**config.mk**
```make
export PLATFORM = sky130hd
export DESIGN_NAME = decode_queue
export DESIGN_NICKNAME = d
export VERILOG_FILES = /design/src/rtl/decode_queue.sv
export SDC_FILE = /design/constraint.sdc
export NUM_CORES = 2
export LEC_CHECK = 0
export BUFFER_PORTS_ARGS = -buffer_cell sky130_fd_sc_hd__buf_2
export CAP_MARGIN = 15
export CORE_MARGIN = 2
export CORE_UTILIZATION = 56
export DETAILED_ROUTE_END_ITERATION = 10
export GPL_ROUTABILITY_DRIVEN = 0
export PLACE_DENSITY = 0.77
export RECOVER_POWER = 50
export SLEW_MARGIN = 40
export SYNTH_ARGS = -nofsm -noshare
export SYNTH_HDL_FRONTEND = slang
export SYNTH_SLANG_ARGS = --single-unit
export TNS_END_PERCENT = 5
```
**constraint.sdc**
```tcl
create_clock -name clk -period 7.55 [get_ports clk]
set_clock_uncertainty 0.1 [all_clocks]
set_input_delay 0.755 -clock clk [delete_from_list [all_inputs] [get_ports clk]]
set_output_delay 0.755 -clock clk [all_outputs]
set_load 0.005 [all_outputs]
```
**src/rtl/decode_queue.sv**
```systemverilog
// decode_queue: MIPS32 decode queue between fetch and issue.
// Accepts up to IN_W instructions per cycle, decodes destination register and
// dispatch class at enqueue, and holds entries in a DEPTH-entry circular buffer.
// Issue sees the OUT_W oldest entries and retires an in-order prefix via out_pop.
// Ports:
//   clk, resetn (async active-low), flush (drop all entries)
//   in_valid/in_inst/in_pc   fetch lanes, valid lanes contiguous from lane 0
//   in_ready                 at least IN_W free slots
//   out_valid/out_inst/out_pc/out_rs/out_rt/out_rd/out_sa/out_imm/out_index
//   out_dest/out_cls         per issue lane, lane 0 oldest; cls = {is_st,is_ld,is_br}
//   out_pop                  entries retired this cycle
//   count                    occupied entries
module decode_queue #(
    parameter int DEPTH = 8,
    parameter int IN_W  = 2,
    parameter int OUT_W = 2,
    localparam int CW   = $clog2(DEPTH + 1)
) (
    input  logic                         clk,
    input  logic                         resetn,
    input  logic                         flush,
    input  logic [IN_W-1:0]              in_valid,
    input  logic [32*IN_W-1:0]           in_inst,
    input  logic [32*IN_W-1:0]           in_pc,
    output logic                         in_ready,
    output logic [OUT_W-1:0]             out_valid,
    output logic [32*OUT_W-1:0]          out_inst,
    output logic [32*OUT_W-1:0]          out_pc,
    output logic [5*OUT_W-1:0]           out_rs,
    output logic [5*OUT_W-1:0]           out_rt,
    output logic [5*OUT_W-1:0]           out_rd,
    output logic [5*OUT_W-1:0]           out_sa,
    output logic [16*OUT_W-1:0]          out_imm,
    output logic [26*OUT_W-1:0]          out_index,
    output logic [5*OUT_W-1:0]           out_dest,
    output logic [3*OUT_W-1:0]           out_cls,
    input  logic [$clog2(OUT_W+1)-1:0]   out_pop,
    output logic [CW-1:0]                count
);
    localparam int PW = $clog2(DEPTH);

    logic [31:0]   inst_q [DEPTH];
    logic [31:0]   pc_q   [DEPTH];
    logic [4:0]    dest_q [DEPTH];
    logic [2:0]    cls_q  [DEPTH];
    logic [PW-1:0] head_q, head_d, tail_q, tail_d;
    logic [CW-1:0] count_q, count_d, push_n, pop_n;
    logic          push_en;
    logic [7:0]    dec [IN_W];

    // Returns {cls, dest}
    function automatic logic [7:0] decode(input logic [5:0] op, input logic [5:0] fn,
                                          input logic [4:0] rs, input logic [4:0] rt,
                                          input logic [4:0] rd);
        logic [2:0] cls;
        logic [4:0] dest;
        cls  = 3'b000;
        dest = 5'd0;
        if (op == 6'h00) begin
            dest = rd;
            if (fn == 6'h08) begin
                cls  = 3'b001;
                dest = 5'd0;
            end else if (fn == 6'h09) begin
                cls = 3'b001;
            end else if (fn == 6'h0C || fn == 6'h0D || (fn >= 6'h18 && fn <= 6'h1B)) begin
                dest = 5'd0;
            end
        end else if (op == 6'h01) begin
            cls  = 3'b001;
            dest = (rt == 5'h10 || rt == 5'h11) ? 5'd31 : 5'd0;
        end else if (op == 6'h02 || (op >= 6'h04 && op <= 6'h07)) begin
            cls = 3'b001;
        end else if (op == 6'h03) begin
            cls  = 3'b001;
            dest = 5'd31;
        end else if (op >= 6'h08 && op <= 6'h0F) begin
            dest = rt;
        end else if (op >= 6'h20 && op <= 6'h26) begin
            cls  = 3'b010;
            dest = rt;
        end else if (op >= 6'h28 && op <= 6'h2E) begin
            cls = 3'b100;
        end else if (op == 6'h10) begin
            dest = (rs == 5'd0) ? rt : 5'd0;
        end
        return {cls, dest};
    endfunction

    assign in_ready = count_q <= CW'(DEPTH - IN_W);
    assign push_en  = in_ready & in_valid[0];
    assign count    = count_q;

    always_comb begin
        push_n = '0;
        for (int i = 0; i < IN_W; i++) begin
            push_n = push_n + CW'(in_valid[i]);
            dec[i] = decode(in_inst[32*i+26 +: 6], in_inst[32*i +: 6], in_inst[32*i+21 +: 5],
                            in_inst[32*i+16 +: 5], in_inst[32*i+11 +: 5]);
        end
        if (!push_en) push_n = '0;
        // Over-popping is illegal; clamp so state stays consistent anyway.
        pop_n   = (CW'(out_pop) > count_q) ? count_q : CW'(out_pop);
        head_d  = flush ? '0 : head_q + PW'(pop_n);
        tail_d  = flush ? '0 : tail_q + PW'(push_n);
        count_d = flush ? '0 : count_q + push_n - pop_n;
    end

    always_ff @(posedge clk or negedge resetn) begin
        if (!resetn) begin
            head_q  <= '0;
            tail_q  <= '0;
            count_q <= '0;
            for (int j = 0; j < DEPTH; j++) begin
                inst_q[j] <= '0;
                pc_q[j]   <= '0;
                dest_q[j] <= '0;
                cls_q[j]  <= '0;
            end
        end else begin
            head_q  <= head_d;
            tail_q  <= tail_d;
            count_q <= count_d;
            for (int i = 0; i < IN_W; i++) begin
                if (push_en && in_valid[i]) begin
                    inst_q[tail_q + PW'(i)] <= in_inst[32*i +: 32];
                    pc_q[tail_q + PW'(i)]   <= in_pc[32*i +: 32];
                    dest_q[tail_q + PW'(i)] <= dec[i][4:0];
                    cls_q[tail_q + PW'(i)]  <= dec[i][7:5];
                end
            end
        end
    end

    for (genvar k = 0; k < OUT_W; k++) begin : g_out
        logic [PW-1:0] idx;
        assign idx                   = head_q + PW'(k);
        assign out_valid[k]          = count_q > CW'(k);
        assign out_inst[32*k +: 32]  = inst_q[idx];
        assign out_pc[32*k +: 32]    = pc_q[idx];
        assign out_rs[5*k +: 5]      = inst_q[idx][25:21];
        assign out_rt[5*k +: 5]      = inst_q[idx][20:16];
        assign out_rd[5*k +: 5]      = inst_q[idx][15:11];
        assign out_sa[5*k +: 5]      = inst_q[idx][10:6];
        assign out_imm[16*k +: 16]   = inst_q[idx][15:0];
        assign out_index[26*k +: 26] = inst_q[idx][25:0];
        assign out_dest[5*k +: 5]    = dest_q[idx];
        assign out_cls[3*k +: 3]     = cls_q[idx];
    end

    a_pop_legal: assert property (@(posedge clk) disable iff (!resetn) CW'(out_pop) <= count_q);

endmodule

```
# Word-level counts from Yosys, hierarchy flattened

Index checks and enable logic that the tools add are counted.

Mux-type cells: 101
Reductions and logical operators: 26
Equal/unequal tests: 20
Order comparisons: 30
Bitwise gates (word level): 5
Add/sub/neg operators: 7

Operator list:

| operator             | number |
|---|---|
| $bwmux W256          | 4 |
| $mux W256            | 4 |
| $bmux W32 S3         | 4 |
| $mux W32             | 10 |
| $demux W32 S3        | 2 |
| $mux W5              | 32 |
| $bwmux W40           | 2 |
| $mux W40             | 2 |
| $mux W3              | 22 |
| $bwmux W24           | 2 |
| $eq A6 B4 Y1 const B | 8 |
| $mux W24             | 2 |
| $bmux W5 S3          | 2 |
| $demux W5 S3         | 2 |
| $eq A6 B2 Y1 const B | 4 |
| $ge A6 B6 Y1 const B | 4 |
| $le A6 B6 Y1 const B | 4 |
| $eq A5 B5 Y1 const B | 4 |
| $bmux W3 S3          | 2 |
| $demux W3 S3         | 2 |
| $ge A4 B4 Y1 const B | 4 |
| $not A3 Y4           | 4 |
| $logic_and A1 B1 Y1  | 14 |
| $eq A6 B1 Y1 const B | 2 |
| 23 further kinds     | 47 |

Register bits after elaboration: 586
Bits of input ports: 135
Word-level logic and storage cells: 224
Output and inout port bits: 275

# Logic depth before layout (Yosys ltp)

Depth after elaboration: 14
Mapped depth: 14
Gate-level depth less buffers: 12

# Worst setup path before layout

No wires, ideal clock.

Kind: register to output
Start: register head_q[0]
End: output port out_index[32]
Path buffers: 3
Stages on the path, launching flop included: 7
Arrival: 2.415 ns
Slack: 4.280 ns
Required time: 6.695 ns
Cells stage by stage: dfrtp_1 -> ha_1 -> clkbuf_1 -> clkbuf_1 -> mux4_2 -> mux2_2 -> buf_4

Word-level cells in the longest chain between the ends: 5

RTL lines:

| element                | line | source |
|---|---|---|
| from (decl)            | 46   | `logic [PW-1:0] head_q, head_d, tail_q, tail_d;` |
| from (signal assigned) | 111  | `head_q <= '0;` |
| from (signal assigned) | 121  | `head_q <= head_d;` |
| $add A3 B1 Y3          | 137  | `assign idx = head_q + PW'(k);` |
| $not A3 Y4             | n/a  |  |
| $bmux W32 S3           | n/a  |  |
| $mux W32 (2 in series) | n/a  |  |
| to (decl)              | 34   | `output logic [26*OUT_W-1:0] out_index,` |

Every way passes these cells. The select of a mux whose other input is x is not followed.

# Worst setup path in the final report

Start: register tail_q[2]
End: register pc_q[251] (netlist name)

Word-level cells in the longest chain between the ends: 9
Elaborated cells between the ends (all ways): 17
Classes of those cells: add/sub (1); order compare (4); mux (8); bitwise (2); reduce/logical (2)

RTL lines:

| element                                              | line | source |
|---|---|---|
| from (decl)                                          | 46   |  |
| from (signal assigned)                               | 122  | `tail_q <= tail_d;` |
| branches (longest 8 deep; another with $ge A4 B4 Y1) | n/a  |  |
| $mux W256 (*)                                        | 125  | `if (push_en && in_valid[i]) begin` |
| to (signal, indexed assignment)                      | 127  | `pc_q[tail_q + PW'(i)] <= in_pc[32*i +: 32];` |
| to (decl)                                            | 43   | `logic [31:0] pc_q [DEPTH];` |

Every way passes the cells marked *.

==> out/qor.yml <==
synthesis:
  synth_compound_area_share_pct: 10.75
  syn_area_um2: 37330
  ys_warn_count: 0
  synthAdderAreaFrac_pct: 0.6971
  async_reset_ff_share_pct: 100.0
  synth_area_per_cell_um2: 9.241
  syn_inst: 4040
  synth-seq-cells: 586
  synthXorXnorAreaFrac_pct: 0.2111
  ys.flop_type: "dfrtp_1"
  synth_simple_gate_area_share_pct: 18.53
  yosysSeqAreaShare_pct: 39.28
  synth_cell_types: 56
  synthMuxAreaShare_pct: 22.50
  synth_top_family_by_area: "multiplexers"
  synth_fp_nets: 4194
  synth-edff-count: 0
global_route:
  grt_util_met3_pct: 11.55
  grt_pass1_vias: 32594
  use_met2_pct: 55.27
  top_usage_layer: "met2"
  grt_usage_pct: 37.17
  grt.overflow.total: 0
  met1_usage_pct: 49.14
  antenna_found_initial: 25
  grt_pass1_wl_um: 193600
  grt_max_degree: 149
place:
  io_buffers: 409
  hpwl_um: 73900
  post-place-ws_ns: 3.300
min_path:
  hold_class: "input port to register"
layout:
  n_fill_cell: 5259
  final_net_count: 4157
  fin_util_pct: 61.73
  area_delta_synth_final_pct: 8.915
  drive_gt1_share_pct: 26.02
  layout_common_cells: "1055 x nand2_1, 589 x nor2_1, 583 x dfrtp_1, 545 x a31oi_1, 406 x buf_2"
  ff_latch_area_um2: 14680
  final_common_cell: "nand2_1"
  multiInputGateArea_um2: 19750
worst_setup_path:
  endpoint_kind: "register"
  crit_path_frequent_cell: "clkbuf_1"
  reg2reg_from: "tail_q[2]"
  cp.arrival_ns: 6.38
  cp_cell_sequence: "nor4b_1 > and3_1 > clkbuf_1 > clkbuf_1 > nand2_1 > a31oi_1"
  cp.required_ns: 7.97
  crit_fanout: 33
  r2r_cells: 6
  start_kind: "register"
  crit_family: "buffers and inverters"
  cpMaxStageDelayCell: "clkbuf_1"
  reg2reg_slack_ns: 1.58
  path_depth: 6
  r2r_end: "pc_q[251]"
  crit_buf_inv: 2
  setup.worst_path.start: "tail_q[2]"
  crit_type: "register to register"
  max_stage_delay_ns: 1.88
  cp-endpoint: "pc_q[251]"
floorplanning:
  start_util_pct: 56.68
  die_y_um: 262.2
  placementRows: 94
  die_area_um2: 68750
  ioPinCount: 410
  die_x_um: 262.2
  core_area_um2: 65860
clocking:
  post_cts_buffers: 0
  clk_pin_slew_ns: 0.06
  insertion_delay_ns: 0.61
  cts_tree: "done"
  clock_sinks: 586
  cts_resized: 0
  cts.htree.levels: 3
  holdBufCountCts: 0
  clock_path_buffers: 3
  clockRootBuffer: "clkbuf_16"
  cts-buffers-inserted: 68
timing:
  final_hold_viol_count: 0
  worst_pin_slew_ns: 4.077
  fin_crit_sh_pct: 79.02
  slew_headroom_pct: -171.8
  layout_setup_ws_ns: 1.584
  rsz0062_at_grt: "no"
  fin_tns_setup_ns: 0
  finalSetupViolCount: 0
  post-route-min-period_ns: 5.966
  slew_violations: 763
  holdWs_ns: 0.3607
  fmax_mhz: 167.6
status:
  status: "complete, but fails checks"
  violations: "capacitance limit, slew limit"
power_and_ir_drop:
  power.leakage_nw: 17.59
  powerDensity_nw_per_um2: 454.3
  total_power_mw: 18.47
  ir_drop_uv: 373.9
flow_run:
  maxCapViolCount: 17
route:
  wl_per_cell_um: 26.19
  drc: 0
  wirelength_um: 129300
  vias: 33928
  drt-initial-drc-count: 4840
  routed_via_density: 6.874
  dr.pass1.iters: 7
  ant_nets: 0
[worst min path at each step]
| stage | startpoint | end | slack (ns) | cells after the start |
|---|---|---|---|---|
| floorplan | resetn | cls_q[0] | 0.36 | 0 |
| CTS | resetn | pc_q[71] | 0.12 | 1 |
| detailed placement | inst_q[53] | inst_q[53] | 0.44 | 2 |
| global route | in_pc[13] | pc_q[141] | 0.36 | 3 |
| global placement | pc_q[168] | pc_q[168] | 0.44 | 2 |
| finish | flush | head_q[2] | 0.36 | 2 |
[metrics by stage]
stage	cells	area (um2)
5_1_grt	4930	40650
3_5_place_dp	4793	38220
3_3_place_gp	4790	38110
4_1_cts	4915	40630
6_report	4936	40660
2_1_floorplan	4040	37330
[cell usage after synthesis, drive strengths merged (16+ instances only)]
cell    number  share of area [%]
mux2       170                5.1
o21ai       26               0.35
a21oi       32               0.43
buf        341                5.4
clkbuf     241                2.5
dfrtp      586                 39
mux4       288                 17
ha          16               0.54
a31oi      545                9.1
nand2     1055                 11
nor2       594                6.1
and3        21               0.37
[cells by family (layout without fill, tap and decap cells)]
family	Yosys count	after routing
multiplexers	458	458
buffers and inverters	593	608
adder cells (fa/ha/maj)	19	19
XOR/XNOR	9	9
flip-flops	586	586
other	0	17
AO/OA/AOI/OAI	638	638
AND/OR/NAND/NOR	1737	1737
[cell type report]
| type | instances | share of cell area (%) |
|---|---|---|
| inverters | 11 | 0.1015 |
| diodes | 17 | 0.1046 |
| repair buffers | 475 | 6.542 |
| well taps | 864 | 2.659 |
| clock buffers | 91 | 4.748 |
| multi-input cells | 2861 | 48.58 |
| clock inverters | 31 | 1.169 |
| flip-flops and latches | 586 | 36.09 |
[routing by layer]
layer	share of wire, %	routed length [um]
met1	36	46300
met2	44	57490
met3	14	18450
met4	5.4	6942
met5	0.055	71
[report_power, final]
| group | switching, mW | internal [mW] | leakage [nW] |
|---|---|---|---|
| Sequential | 1.14 | 4.34 | 7.52 |
| Combinational | 4.45 | 4.92 | 8.90 |
| Clock | 1.44 | 2.18 | 1.18 |
[sequential cells by signal, indices dropped and copies added, names as in the netlist]
signal and count:
pc_q 256, head_q 3, cls_q 24, inst_q 256, dest_q 40, tail_q 3
count 4
Power figures use the tool's default switching activity.
